<file path="config.mk">
export PLATFORM = sky130hd
export DESIGN_NAME = wave_param_ctrl_flat
export DESIGN_NICKNAME = d
export VERILOG_FILES = /design/src/rtl/wave_param_ctrl_if.sv /design/src/rtl/wave_param_ctrl.sv /design/src/flat_wrapper.sv
export SDC_FILE = /design/constraint.sdc
export NUM_CORES = 1
export LEC_CHECK = 0
export CAP_MARGIN = 40
export CELL_PAD_IN_SITES_DETAIL_PLACEMENT = 1
export CELL_PAD_IN_SITES_GLOBAL_PLACEMENT = 1
export CORE_MARGIN = 2
export CORE_UTILIZATION = 45
export CTS_BUF_LIST = sky130_fd_sc_hd__clkbuf_4 sky130_fd_sc_hd__clkbuf_8
export CTS_CLUSTER_DIAMETER = 60
export DETAILED_ROUTE_END_ITERATION = 8
export PLACE_DENSITY_LB_ADDON = 0.08
export SKIP_CTS_REPAIR_TIMING = 1
export SLEW_MARGIN = 40
export SYNTH_ARGS = -nofsm -noshare
export SYNTH_HDL_FRONTEND = slang
export SYNTH_SLANG_ARGS = --single-unit
</file>
<file path="constraint.sdc">
create_clock -name clk -period 5.5 [get_ports clk]
set_input_delay 1.65 -clock clk [delete_from_list [all_inputs] [get_ports clk]]
set_output_delay 1.65 -clock clk [all_outputs]
set_load 0.1 [all_outputs]
</file>
<file path="src/rtl/wave_param_ctrl_if.sv">
// rtl/wave_param_ctrl_if.sv - push-button inputs and DDS tuning parameter outputs
interface wave_param_ctrl_if;
  logic        key_wave;
  logic        key_up;
  logic        key_down;
  logic        key_step;
  logic [1:0]  wave_sel;
  logic [19:0] wave_freq;
  logic [2:0]  step_sel;
  logic        param_update;

  modport master (
    output key_wave, key_up, key_down, key_step,
    input  wave_sel, wave_freq, step_sel, param_update
  );

  modport slave (
    input  key_wave, key_up, key_down, key_step,
    output wave_sel, wave_freq, step_sel, param_update
  );
endinterface

</file>
<file path="src/rtl/wave_param_ctrl.sv">
// rtl/wave_param_ctrl.sv - debounced button front end driving DDS wave type and frequency
module wave_param_ctrl #(
  parameter int unsigned DEBOUNCE_CYC      = 1_000_000,
  parameter int unsigned REPEAT_DELAY_CYC  = 25_000_000,
  parameter int unsigned REPEAT_PERIOD_CYC = 5_000_000,
  parameter int unsigned FREQ_INIT         = 1_000,
  parameter int unsigned FREQ_MIN          = 1,
  parameter int unsigned FREQ_MAX          = 1_000_000
) (
  input  logic              clk,
  input  logic              rst_n,
  wave_param_ctrl_if.slave  bus
);

  localparam int K_WAVE = 0;
  localparam int K_UP   = 1;
  localparam int K_DOWN = 2;
  localparam int K_STEP = 3;

  localparam int DEB_W   = $clog2(DEBOUNCE_CYC + 1);
  localparam int REP_MAX = (REPEAT_DELAY_CYC > REPEAT_PERIOD_CYC) ? REPEAT_DELAY_CYC : REPEAT_PERIOD_CYC;
  localparam int REP_W   = $clog2(REP_MAX + 1);

  localparam logic [20:0] FMAX21 = 21'(FREQ_MAX);
  localparam logic [20:0] FMIN21 = 21'(FREQ_MIN);

  typedef enum logic [1:0] {S_IDLE, S_DELAY, S_REPEAT} state_t;

  logic [3:0]       w_key_raw;
  logic [3:0]       r_sync1, r_sync2, r_deb, r_deb_d, r_press;
  logic [DEB_W-1:0] r_db_cnt [4];

  state_t           r_state, w_state_nxt;
  logic             r_dir_up, w_dir_up_nxt;
  logic [REP_W-1:0] r_rep_cnt, w_rep_cnt_nxt;
  logic             w_rep, w_held_low, w_opp_low;

  logic [1:0]  r_wave, w_wave_nxt;
  logic [2:0]  r_step, w_step_nxt;
  logic [19:0] r_freq, w_freq_nxt;
  logic        r_upd;
  logic [20:0] w_step_val, w_sum, w_floor;
  logic        w_up_any, w_dn_any;

  assign w_key_raw = {bus.key_step, bus.key_down, bus.key_up, bus.key_wave};

  // Press pulse is registered one cycle after the debounced fall so events come off flops.
  always_ff @(posedge clk) begin
    if (!rst_n) begin
      r_sync1 <= '1;
      r_sync2 <= '1;
      r_deb   <= '1;
      r_deb_d <= '1;
      r_press <= '0;
      for (int k = 0; k < 4; k++) r_db_cnt[k] <= '0;
    end else begin
      r_sync1 <= w_key_raw;
      r_sync2 <= r_sync1;
      r_deb_d <= r_deb;
      r_press <= r_deb_d & ~r_deb;
      for (int k = 0; k < 4; k++) begin
        if (r_sync2[k] == r_deb[k]) begin
          r_db_cnt[k] <= '0;
        end else if (r_db_cnt[k] == DEB_W'(DEBOUNCE_CYC - 1)) begin
          r_deb[k]    <= r_sync2[k];
          r_db_cnt[k] <= '0;
        end else begin
          r_db_cnt[k] <= r_db_cnt[k] + 1'b1;
        end
      end
    end
  end

  assign w_held_low = r_dir_up ? ~r_deb[K_UP]   : ~r_deb[K_DOWN];
  assign w_opp_low  = r_dir_up ? ~r_deb[K_DOWN] : ~r_deb[K_UP];

  always_ff @(posedge clk) begin
    if (!rst_n) begin
      r_state   <= S_IDLE;
      r_dir_up  <= 1'b0;
      r_rep_cnt <= '0;
    end else begin
      r_state   <= w_state_nxt;
      r_dir_up  <= w_dir_up_nxt;
      r_rep_cnt <= w_rep_cnt_nxt;
    end
  end

  always_comb begin
    w_state_nxt   = r_state;
    w_dir_up_nxt  = r_dir_up;
    w_rep_cnt_nxt = r_rep_cnt;
    w_rep         = 1'b0;
    case (r_state)
      S_IDLE: begin
        w_rep_cnt_nxt = '0;
        if (r_press[K_UP] && !r_deb[K_UP] && r_deb[K_DOWN]) begin
          w_state_nxt  = S_DELAY;
          w_dir_up_nxt = 1'b1;
        end else if (r_press[K_DOWN] && !r_deb[K_DOWN] && r_deb[K_UP]) begin
          w_state_nxt  = S_DELAY;
          w_dir_up_nxt = 1'b0;
        end
      end
      S_DELAY, S_REPEAT: begin
        if (!w_held_low || w_opp_low) begin
          w_state_nxt   = S_IDLE;
          w_rep_cnt_nxt = '0;
        end else if ((r_state == S_DELAY  && r_rep_cnt == REP_W'(REPEAT_DELAY_CYC - 1)) ||
                     (r_state == S_REPEAT && r_rep_cnt == REP_W'(REPEAT_PERIOD_CYC - 1))) begin
          w_rep         = 1'b1;
          w_rep_cnt_nxt = '0;
          w_state_nxt   = S_REPEAT;
        end else begin
          w_rep_cnt_nxt = r_rep_cnt + 1'b1;
        end
      end
      default: w_state_nxt = S_IDLE;
    endcase
  end

  always_comb begin
    case (r_step)
      3'd0:    w_step_val = 21'd1;
      3'd1:    w_step_val = 21'd10;
      3'd2:    w_step_val = 21'd100;
      3'd3:    w_step_val = 21'd1_000;
      3'd4:    w_step_val = 21'd10_000;
      3'd5:    w_step_val = 21'd100_000;
      default: w_step_val = 21'd1;
    endcase
  end

  assign w_up_any = r_press[K_UP]   | (w_rep &  r_dir_up);
  assign w_dn_any = r_press[K_DOWN] | (w_rep & ~r_dir_up);
  assign w_sum    = {1'b0, r_freq} + w_step_val;
  assign w_floor  = w_step_val + FMIN21;

  // Frequency uses the pre-update step; simultaneous up and down cancel.
  always_comb begin
    w_freq_nxt = r_freq;
    if (w_up_any && !w_dn_any) begin
      w_freq_nxt = (w_sum > FMAX21) ? FMAX21[19:0] : w_sum[19:0];
    end else if (w_dn_any && !w_up_any) begin
      w_freq_nxt = ({1'b0, r_freq} < w_floor) ? FMIN21[19:0] : (r_freq - w_step_val[19:0]);
    end
  end

  always_comb begin
    w_wave_nxt = r_wave + {1'b0, r_press[K_WAVE]};
    w_step_nxt = r_step;
    if (r_press[K_STEP]) w_step_nxt = (r_step == 3'd5) ? 3'd0 : (r_step + 3'd1);
  end

  always_ff @(posedge clk) begin
    if (!rst_n) begin
      r_wave <= '0;
      r_step <= 3'd3;
      r_freq <= 20'(FREQ_INIT);
      r_upd  <= 1'b0;
    end else begin
      r_wave <= w_wave_nxt;
      r_step <= w_step_nxt;
      r_freq <= w_freq_nxt;
      r_upd  <= (w_wave_nxt != r_wave) || (w_step_nxt != r_step) || (w_freq_nxt != r_freq);
    end
  end

  assign bus.wave_sel     = r_wave;
  assign bus.wave_freq    = r_freq;
  assign bus.step_sel     = r_step;
  assign bus.param_update = r_upd;

endmodule

</file>
<file path="src/flat_wrapper.sv">
// flat-port wrapper written by rule: the top's interface ports become plain ports
module wave_param_ctrl_flat 
#(
  parameter int unsigned DEBOUNCE_CYC      = 1_000_000,
  parameter int unsigned REPEAT_DELAY_CYC  = 25_000_000,
  parameter int unsigned REPEAT_PERIOD_CYC = 5_000_000,
  parameter int unsigned FREQ_INIT         = 1_000,
  parameter int unsigned FREQ_MIN          = 1,
  parameter int unsigned FREQ_MAX          = 1_000_000
)
  (clk, rst_n, bus_key_wave, bus_key_up, bus_key_down, bus_key_step, bus_wave_sel, bus_wave_freq, bus_step_sel, bus_param_update);
  wave_param_ctrl_if bus_i ();
  input  logic clk;
  input  logic rst_n;
  input wire logic [$bits(bus_i.key_wave)-1:0] bus_key_wave;
  input wire logic [$bits(bus_i.key_up)-1:0] bus_key_up;
  input wire logic [$bits(bus_i.key_down)-1:0] bus_key_down;
  input wire logic [$bits(bus_i.key_step)-1:0] bus_key_step;
  output wire logic [$bits(bus_i.wave_sel)-1:0] bus_wave_sel;
  output wire logic [$bits(bus_i.wave_freq)-1:0] bus_wave_freq;
  output wire logic [$bits(bus_i.step_sel)-1:0] bus_step_sel;
  output wire logic [$bits(bus_i.param_update)-1:0] bus_param_update;
  assign bus_i.key_wave = bus_key_wave;
  assign bus_i.key_up = bus_key_up;
  assign bus_i.key_down = bus_key_down;
  assign bus_i.key_step = bus_key_step;
  assign bus_wave_sel = bus_i.wave_sel;
  assign bus_wave_freq = bus_i.wave_freq;
  assign bus_step_sel = bus_i.step_sel;
  assign bus_param_update = bus_i.param_update;
  wave_param_ctrl #(.DEBOUNCE_CYC(DEBOUNCE_CYC), .REPEAT_DELAY_CYC(REPEAT_DELAY_CYC), .REPEAT_PERIOD_CYC(REPEAT_PERIOD_CYC), .FREQ_INIT(FREQ_INIT), .FREQ_MIN(FREQ_MIN), .FREQ_MAX(FREQ_MAX)) u_core (.clk(clk), .rst_n(rst_n), .bus(bus_i));
endmodule
</file>
==> metrics.md, run 1 <==
| Metric | Value |
|---|---|
| Gr ovfl total | 0 |
| Clk pin slew, worst setup/hold paths | between 0.1 and 0.15 ns |
| CP arrival | between 5 and 6 ns |
| # diodes | 0 |
| Synth warn | 0 |
| DRT Pass-1 Iters | 5 |
| Row Count | 55 |
| Yosys top cell by area | edfxtp_1 |
| CTS tree | done |
| RSZ-0062 raised after global routing | false |
| Async SR Flop Fraction | 0% |
| Fraction of layout cells with a size suffix above 1 | under 10% |
| WP buf/inv | 1 |
| Worst Max-Slew Pin Slew | 0.8164 ns |
| Synth top cells by count | 179 x nor2_1, 91 x nand2_1, 80 x edfxtp_1 |
| Nets | approximately 1,400 |
| Clk buf depth | 2 |
| Status | finished, final reports clean |
| Max Cap Viol | 0 |
| Cell Area, Placed | roughly 11,000 um^2 |
| Post-Synthesis Cells | 1,193 |
| R2r startpoint | u_core.bus.step_sel[1]$_SDFF_PN1_ |
| Placed cell count | 1,560 |
| Slowest CP cell | or4_4 |
| Die area | 24,260 um^2 |
| Final WL | 28,970 um |
| CP top delay family | simple AND/OR/NAND/NOR gates |
| IO buf count | 31 |
| Most frequent cell after synthesis | nor2_1 |
| Leakage Power | 0.004488 uW |
| TritonCTS Buffers | 17 |
| Largest net degree at the start of global routing | 35 |
| Total Routing Usage GR | 24.62% |
| Clock latency on the worst-skew pair | 0.46 ns |
| Area grow syn2layout | 12.06% |
| Initial Utilization | 45.77% |
| Fillers | around 2,700 |
| Clock Tree Root | clkbuf_8 |
| #FFs+latches synth | about 150 |
| Synth cell types | 87 |
| DRC Markers | 0 |
| First-pass GRT wire length | 47,640 um |
| Design Area, Final | 11,610 um^2 |
| Relative slew slack | 45.07% |
| Slew Limit Fails | 0 |
| FF-to-FF End | u_core.bus.param_update$_SDFF_PN0_ |
| CP startpoint kind | flip-flop |
| Finish-stage setup viols | 0 |
| Post-synth EDFFs | 80 |
| Number of cells on the worst reg-to-reg path | 16 |
| Hold Slack | approximately 0.4 ns |
| Die X | 155.8 um |
| Fin crit share | 95.75% |
| Reg2reg setup slack | ~0.23 ns |
| Core area | 22,640 um^2 |
| Hold Path Class | flip-flop to flip-flop |
| Antenna-violating nets left | 0 |
| Synth top area share | between 20% and 30% |
| DR iter-0 viols | 450 |
| Clock Skew | 0.02356 ns |
| Via count | ~9,000 |
| Vias in the first global route | 9,189 |
| Min-delay src | u_core.r_deb_d[0]$_SDFF_PN1_ |
| Final Hold Fails | 0 |
| Minimum clock period | 5.266 ns |
| Initial antenna violation count | 0 |
| Detailed placement HPWL | 22,040 um |
| Max stage delay on crit path | about 0.64 ns |
| Gpl congestion | 0.8992 |
| Layout Cells excl Fill | 1,595 |
| WS Path Type | flip-flop to flip-flop |
| Pwr dens | 193.3 nW/um^2 |
| Crit path capture type | flip-flop |
| Register area share after synthesis | ~37% |
| Die height | 155.8 um |
| Hold path endpoint | u_core.r_press[0]$_SDFF_PN0_ |
| CTS H-Tree Depth | 4 |
| Fmax | ~190 MHz |
| Worst vdd ir | 0.1539 mV |
| Crit-path cells | inv_1 -> and3_1 -> nor2_1 -> ha_1 -> nor2b_4 -> or4_4 -> o21a_1 -> nor2_1 -> a311oi_1 -> or4_4 -> a311o_4 -> a22oi_4 -> nor2_2 -> or3_1 -> a21o_1 -> o41a_1 |
| WL/cell | 18.16 um |
| Worst EP required | 5.82 ns |
| Final setup TNS | 0 ns |
| Hold Crit Depth | 2 |
| Top post-synthesis cells by area | edfxtp_1 23%, dfxtp_1 14%, nor2_1 6.5%, ha_1 6.4%, xnor2_1 5.4% |
| Io pins | 32 |
| TritonCTS Sinks | 154 |
| Most common flop cell mapped by yosys | edfxtp_1 |
| Synth Cell Area | 10,360 um^2 |
| Via density | 5.660 |
| Mean Syn Cell Area | ~8.7 um^2 |
| Crit-path max FO | 11 |
==> worst min-delay path, stage by stage, from the launching register on <==
cell and delay, ns:
dfxtp_1 0.30, inv_1 0.05, nor2_1 0.04
==> layout make-up <==
type | instances | area, um^2 | area share [%]
inverters | 53 | 198.9 | 1.713
clock inverters | 15 | 198.9 | 1.713
multi-input cells | 1019 | 6397 | 55.09
repair buffers | 52 | 337.8 | 2.909
clock buffers | 17 | 234.0 | 2.015
flip-flops and latches | 154 | 3889 | 33.49
well taps | 285 | 356.6 | 3.071
==> power breakdown <==
group	switching, uW	internal (uW)	leakage, uW
clock	522	394	0.000213
combinational	41.0	26.6	0.00285
sequential	26.2	1230	0.00142
==> through the flow <==
| step | setup WS [ns] | utilization, % | total power, uW |
|---|---|---|---|
| 2_1_floorplan | 0.01696 | - | 1330 |
| 3_3_place_gp | 0.3258 | 49.76 | 1350 |
| 3_5_place_dp | 0.09525 | 49.18 | 1353 |
| 4_1_cts | 0.03278 | 51.10 | 2277 |
| 5_1_grt | 0.03193 | 51.29 | 2328 |
| 6_report | 0.2337 | 51.29 | 2244 |
==> registers in the layout, indices dropped and copies added (netlist names) <==
| name | count |
|---|---|
| u_core.bus.param_update | 1 |
| u_core.bus.step_sel | 3 |
| u_core.bus.wave_freq | 20 |
| u_core.bus.wave_sel | 2 |
| u_core.r_db_cnt | 80 |
| u_core.r_deb | 4 |
| u_core.r_deb_d | 4 |
| u_core.r_dir_up | 1 |
| u_core.r_press | 4 |
| u_core.r_rep_cnt | 25 |
| u_core.r_state | 2 |
| u_core.r_sync1 | 4 |
| u_core.r_sync2 | 4 |
==> cell usage in the layout (no fill, tap or decap), drive strengths merged, types with 53 or more instances in the layout <==
| cell | count |
|---|---|
| nor2 | 181 |
| nand2 | 91 |
| edfxtp | 80 |
| conb | 80 |
| dfxtp | 74 |
| a21oi | 65 |
| xnor2 | 64 |
| inv | 60 |
| xor2 | 55 |
| nand3 | 53 |
| ha | 53 |
==> worst max path at each step <==
stage                                                  from                            endpoint  cells past startpoint
final                     u_core.bus.step_sel[1]$_SDFF_PN1_  u_core.bus.param_update$_SDFF_PN0_                     16
after CTS                 u_core.bus.step_sel[1]$_SDFF_PN1_  u_core.bus.param_update$_SDFF_PN0_                     16
after detailed placement  u_core.bus.step_sel[1]$_SDFF_PN1_  u_core.bus.param_update$_SDFF_PN0_                     16
after floorplan           u_core.bus.step_sel[2]$_SDFF_PN0_  u_core.bus.param_update$_SDFF_PN0_                     17
after global routing      u_core.bus.step_sel[1]$_SDFF_PN1_  u_core.bus.param_update$_SDFF_PN0_                     19
after global placement    u_core.bus.step_sel[1]$_SDFF_PN1_  u_core.bus.param_update$_SDFF_PN0_                     16
==> metal layers <==
layer | part of all wire, % | GRT usage (%)
met1 | 46 | 32.60
met2 | 47 | 40.81
met3 | 4.2 | 4.028
met4 | 2.3 | 8.694
met5 | 0 | 0
==> cells by family (layout without fill, tap and decap cells) <==
family | after synthesis | after routing | share of synthesized area (%)
mux | 12 | 12 | 1.171
fa+ha+maj | 55 | 55 | 6.786
compound gates | 226 | 226 | 15.00
flops | 154 | 154 | 37.48
buf+inv | 99 | 137 | 3.852
simple gates | 527 | 527 | 25.62
other cells | 1 | 80 | 0.03619
xor+xnor | 119 | 119 | 10.06
No activity file was read; power rests on OpenSTA's default activity.
==> run 2, diff against run 1 <==
SKIP_CTS_REPAIR_TIMING = unset   (was 1)
==> results of run 2 <==
Final layout, timing and power as in run 1 (identical DEF).
==> run 3, diff against run 2 <==
DONT_BUFFER_PORTS = 1   (was unset)
SETUP_SLACK_MARGIN = 0.4   (was unset)
==> metrics.md, run 3 (synthesis gave the netlist of run 1 again) <==
| Metric | Value |
|---|---|
| Clk pin slew, worst setup/hold paths | 0.08 ns (-0.03 ns) |
| Worst Max-Slew Pin Slew | 0.8141 ns (-0.002291 ns) |
| Reg2reg setup slack | 0.55 ns (+0.32 ns) |
| Core area | 22,640 um^2 (unchanged) |
| TritonCTS Buffers | 17 (unchanged) |
| Leakage Power | 0.004504 uW (+0.36%) |
| Clock latency on the worst-skew pair | 0.47 ns (about the same) |
| Die area | 24,260 um^2 (unchanged) |
| Total Routing Usage GR | 24.66% (+0.037 points) |
| Via density | 5.663 (about the same) |
| Clk buf depth | 2 (unchanged) |
| Power, Total | 2181 uW (-2.8%) |
| Relative slew slack | 45.67% (+0.59 points) |
| Hold Crit Depth | 2 (unchanged) |
| Minimum clock period | 4.949 ns (-0.3176 ns) |
| Initial antenna violation count | 0 (unchanged) |
| First-pass GRT wire length | 47,280 um (-0.77%) |
| Top reg by flops | u_core.r_db_cnt |
| Commonest non-fill, non-tap cells in the layout | 177 x nor2_1, 90 x nand2_1, 80 x edfxtp_1, 80 x conb_1, 66 x dfxtp_1 |
| Final Hold Fails | 0 (unchanged) |
| Most common cell after layout, fill and taps aside | nor2_1 |
| Finish-stage setup viols | 0 (unchanged) |
| Final WL | 29,860 um (+3.1%) |
| Detailed placement HPWL | 22,290 um (+1.1%) |
| Clock Tree Root | clkbuf_8 |
| Nets | 1,356 (-0.15%) |
| Slew Limit Fails | 0 (unchanged) |
| CTS H-Tree Depth | 4 (unchanged) |
| Fin crit share | 89.98% (-5.8 points) |
| Max Cap Viol | 0 (unchanged) |
| Gpl congestion | 0.9035 (+0.48%) |
| CP arrival | 5.28 ns (-0.31 ns) |
| Clock Skew | 0.02033 ns (-0.003233 ns) |
| R2r startpoint | u_core.bus.step_sel[1]$_SDFF_PN1_ |
| Via count | 9,021 (-0.078%) |
| RSZ-0062 raised after global routing | false |
| Crit-path max FO | 7 (-4) |
| Initial Utilization | 45.77% (unchanged) |
| Final setup TNS | 0 ns (unchanged) |
| Largest net degree at the start of global routing | 36 (+2.9%) |
| CTS tree | done |
| Antenna-violating nets left | 0 (unchanged) |
| DR iter-0 viols | 570 (+27%) |
| Number of cells on the worst reg-to-reg path | 18 (+2) |
| FF-to-FF End | u_core.bus.param_update$_SDFF_PN0_ |
| TritonCTS Sinks | 154 (unchanged) |
| # diodes | 0 (unchanged) |
| Area grow syn2layout | 14.13% |
| Io pins | 32 (unchanged) |
| Hold Path Class | flip-flop to flip-flop |
| Status | finished, final reports clean |
| Die height | 155.8 um (unchanged) |
| DRC Markers | 0 (unchanged) |
| Max reg flops | 80 (unchanged) |
| Hold Buf Count CTS | 0 |
| Hold path endpoint | u_core.r_press[1]$_SDFF_PN0_ |
| Fraction of layout cells with a size suffix above 1 | 11.31% (+2.8 points) |
| Pwr dens | 184.4 nW/um^2 (-4.6%) |
| DRT Pass-1 Iters | 4 (-1) |
| Worst vdd ir | 0.1244 mV (-19%) |
| Die X | 155.8 um (unchanged) |
| Worst EP required | 5.83 ns (about the same) |
| CP startpoint kind | flip-flop |
| Vias in the first global route | 8,996 (-2.1%) |
| Crit path capture type | flip-flop |
| WS Path Type | flip-flop to flip-flop |
| IO buf count | 0 (-100%) |
| Min-delay src | u_core.r_deb_d[1]$_SDFF_PN1_ |
| Fmax | 202.1 MHz (+6.4%) |
| WL/cell | 18.74 um (+3.2%) |
| Gr ovfl total | 0 (unchanged) |
| Row Count | 55 (unchanged) |
run 3: cell types whose count changed in the layout (fill, tap and decap cells not counted), sizes merged:
| cell | previous run | this run |
|---|---|---|
| buf | 47 | 50 |
| clkbuf | 17 | 21 |
| clkdlybuf4s50 | 5 | 0 |
| clkinv | 6 | 5 |
| clkinvlp | 1 | 2 |
| inv | 60 | 56 |
run 3: layout make-up:
type                    instances  area, um^2
fillers                      2728       10810
flip-flops and latches        154        3899
clock buffers                  21       270.3
well taps                     285       356.6
multi-input cells            1019        6576
repair buffers                 50       407.9
inverters                      53       202.7
clock inverters                11       113.9
run 3: repair_timing:
action	CTS	global route
resized for setup	10	35
pin swaps	3	11
buffers inserted	4	12
endpoints found under the setup margin	1	1
run 3: through the flow:
step	instance area (um^2)	cells	hold slack, ns	setup WS, ns	utilization (%)
final	11830	1593	0.4138	0.5513	52.24
after global routing	11830	1593	0.4298	0.3322	52.24
after CTS	11550	1580	0.4175	0.4096	51.04
after detailed placement	11090	1544	0.3985	0.2565	48.98
after global placement	11090	1544	0.3893	0.4443	48.96
after floorplan	10690	1272	0.3863	0.4163	-
run 3: worst max-delay path, stage by stage (launching register included):
cell and delay, ns:
dfxtp_4 0.37, clkinvlp_4 0.16, ha_4 0.29, or3_4 0.41, ha_4 0.35, inv_1 0.10
a211oi_4 0.20, buf_4 0.18, a21oi_4 0.09, o31ai_2 0.27, xor2_1 0.22, or4b_2 0.65
nor4_4 0.30, buf_4 0.19, a22oi_4 0.08, o22a_2 0.27, xnor2_1 0.13, a21o_1 0.17
o41a_1 0.41
run 3: layer usage:
layer / GRT usage (%) / routed length, um
met1: 32.80 / 13720
met2: 40.83 / 14180
met3: 4.833 / 1370
met4: 7.208 / 590
met5: 0 / 0
run 3: worst max path at each step:
stage	startpoint	endpoint	slack [ns]
floorplan	u_core.bus.step_sel[1]$_SDFF_PN1_	u_core.bus.param_update$_SDFF_PN0_	0.42
global placement	u_core.bus.step_sel[0]$_SDFF_PN1_	u_core.bus.param_update$_SDFF_PN0_	0.44
detailed placement	u_core.bus.step_sel[1]$_SDFF_PN1_	u_core.bus.param_update$_SDFF_PN0_	0.26
CTS	u_core.bus.step_sel[1]$_SDFF_PN1_	u_core.bus.param_update$_SDFF_PN0_	0.41
global route	u_core.bus.step_sel[1]$_SDFF_PN1_	u_core.bus.param_update$_SDFF_PN0_	0.33
finish	u_core.bus.step_sel[1]$_SDFF_PN1_	u_core.bus.param_update$_SDFF_PN0_	0.55
run 3: report_power, final:
group | switching (uW) | internal [uW] | leakage [uW]
sequential | 26.4 | 1230 | 0.00143
combinational | 35.4 | 22.6 | 0.00288
clock | 469 | 394 | 0.000195
total | 531 | 1650 | 0.00450
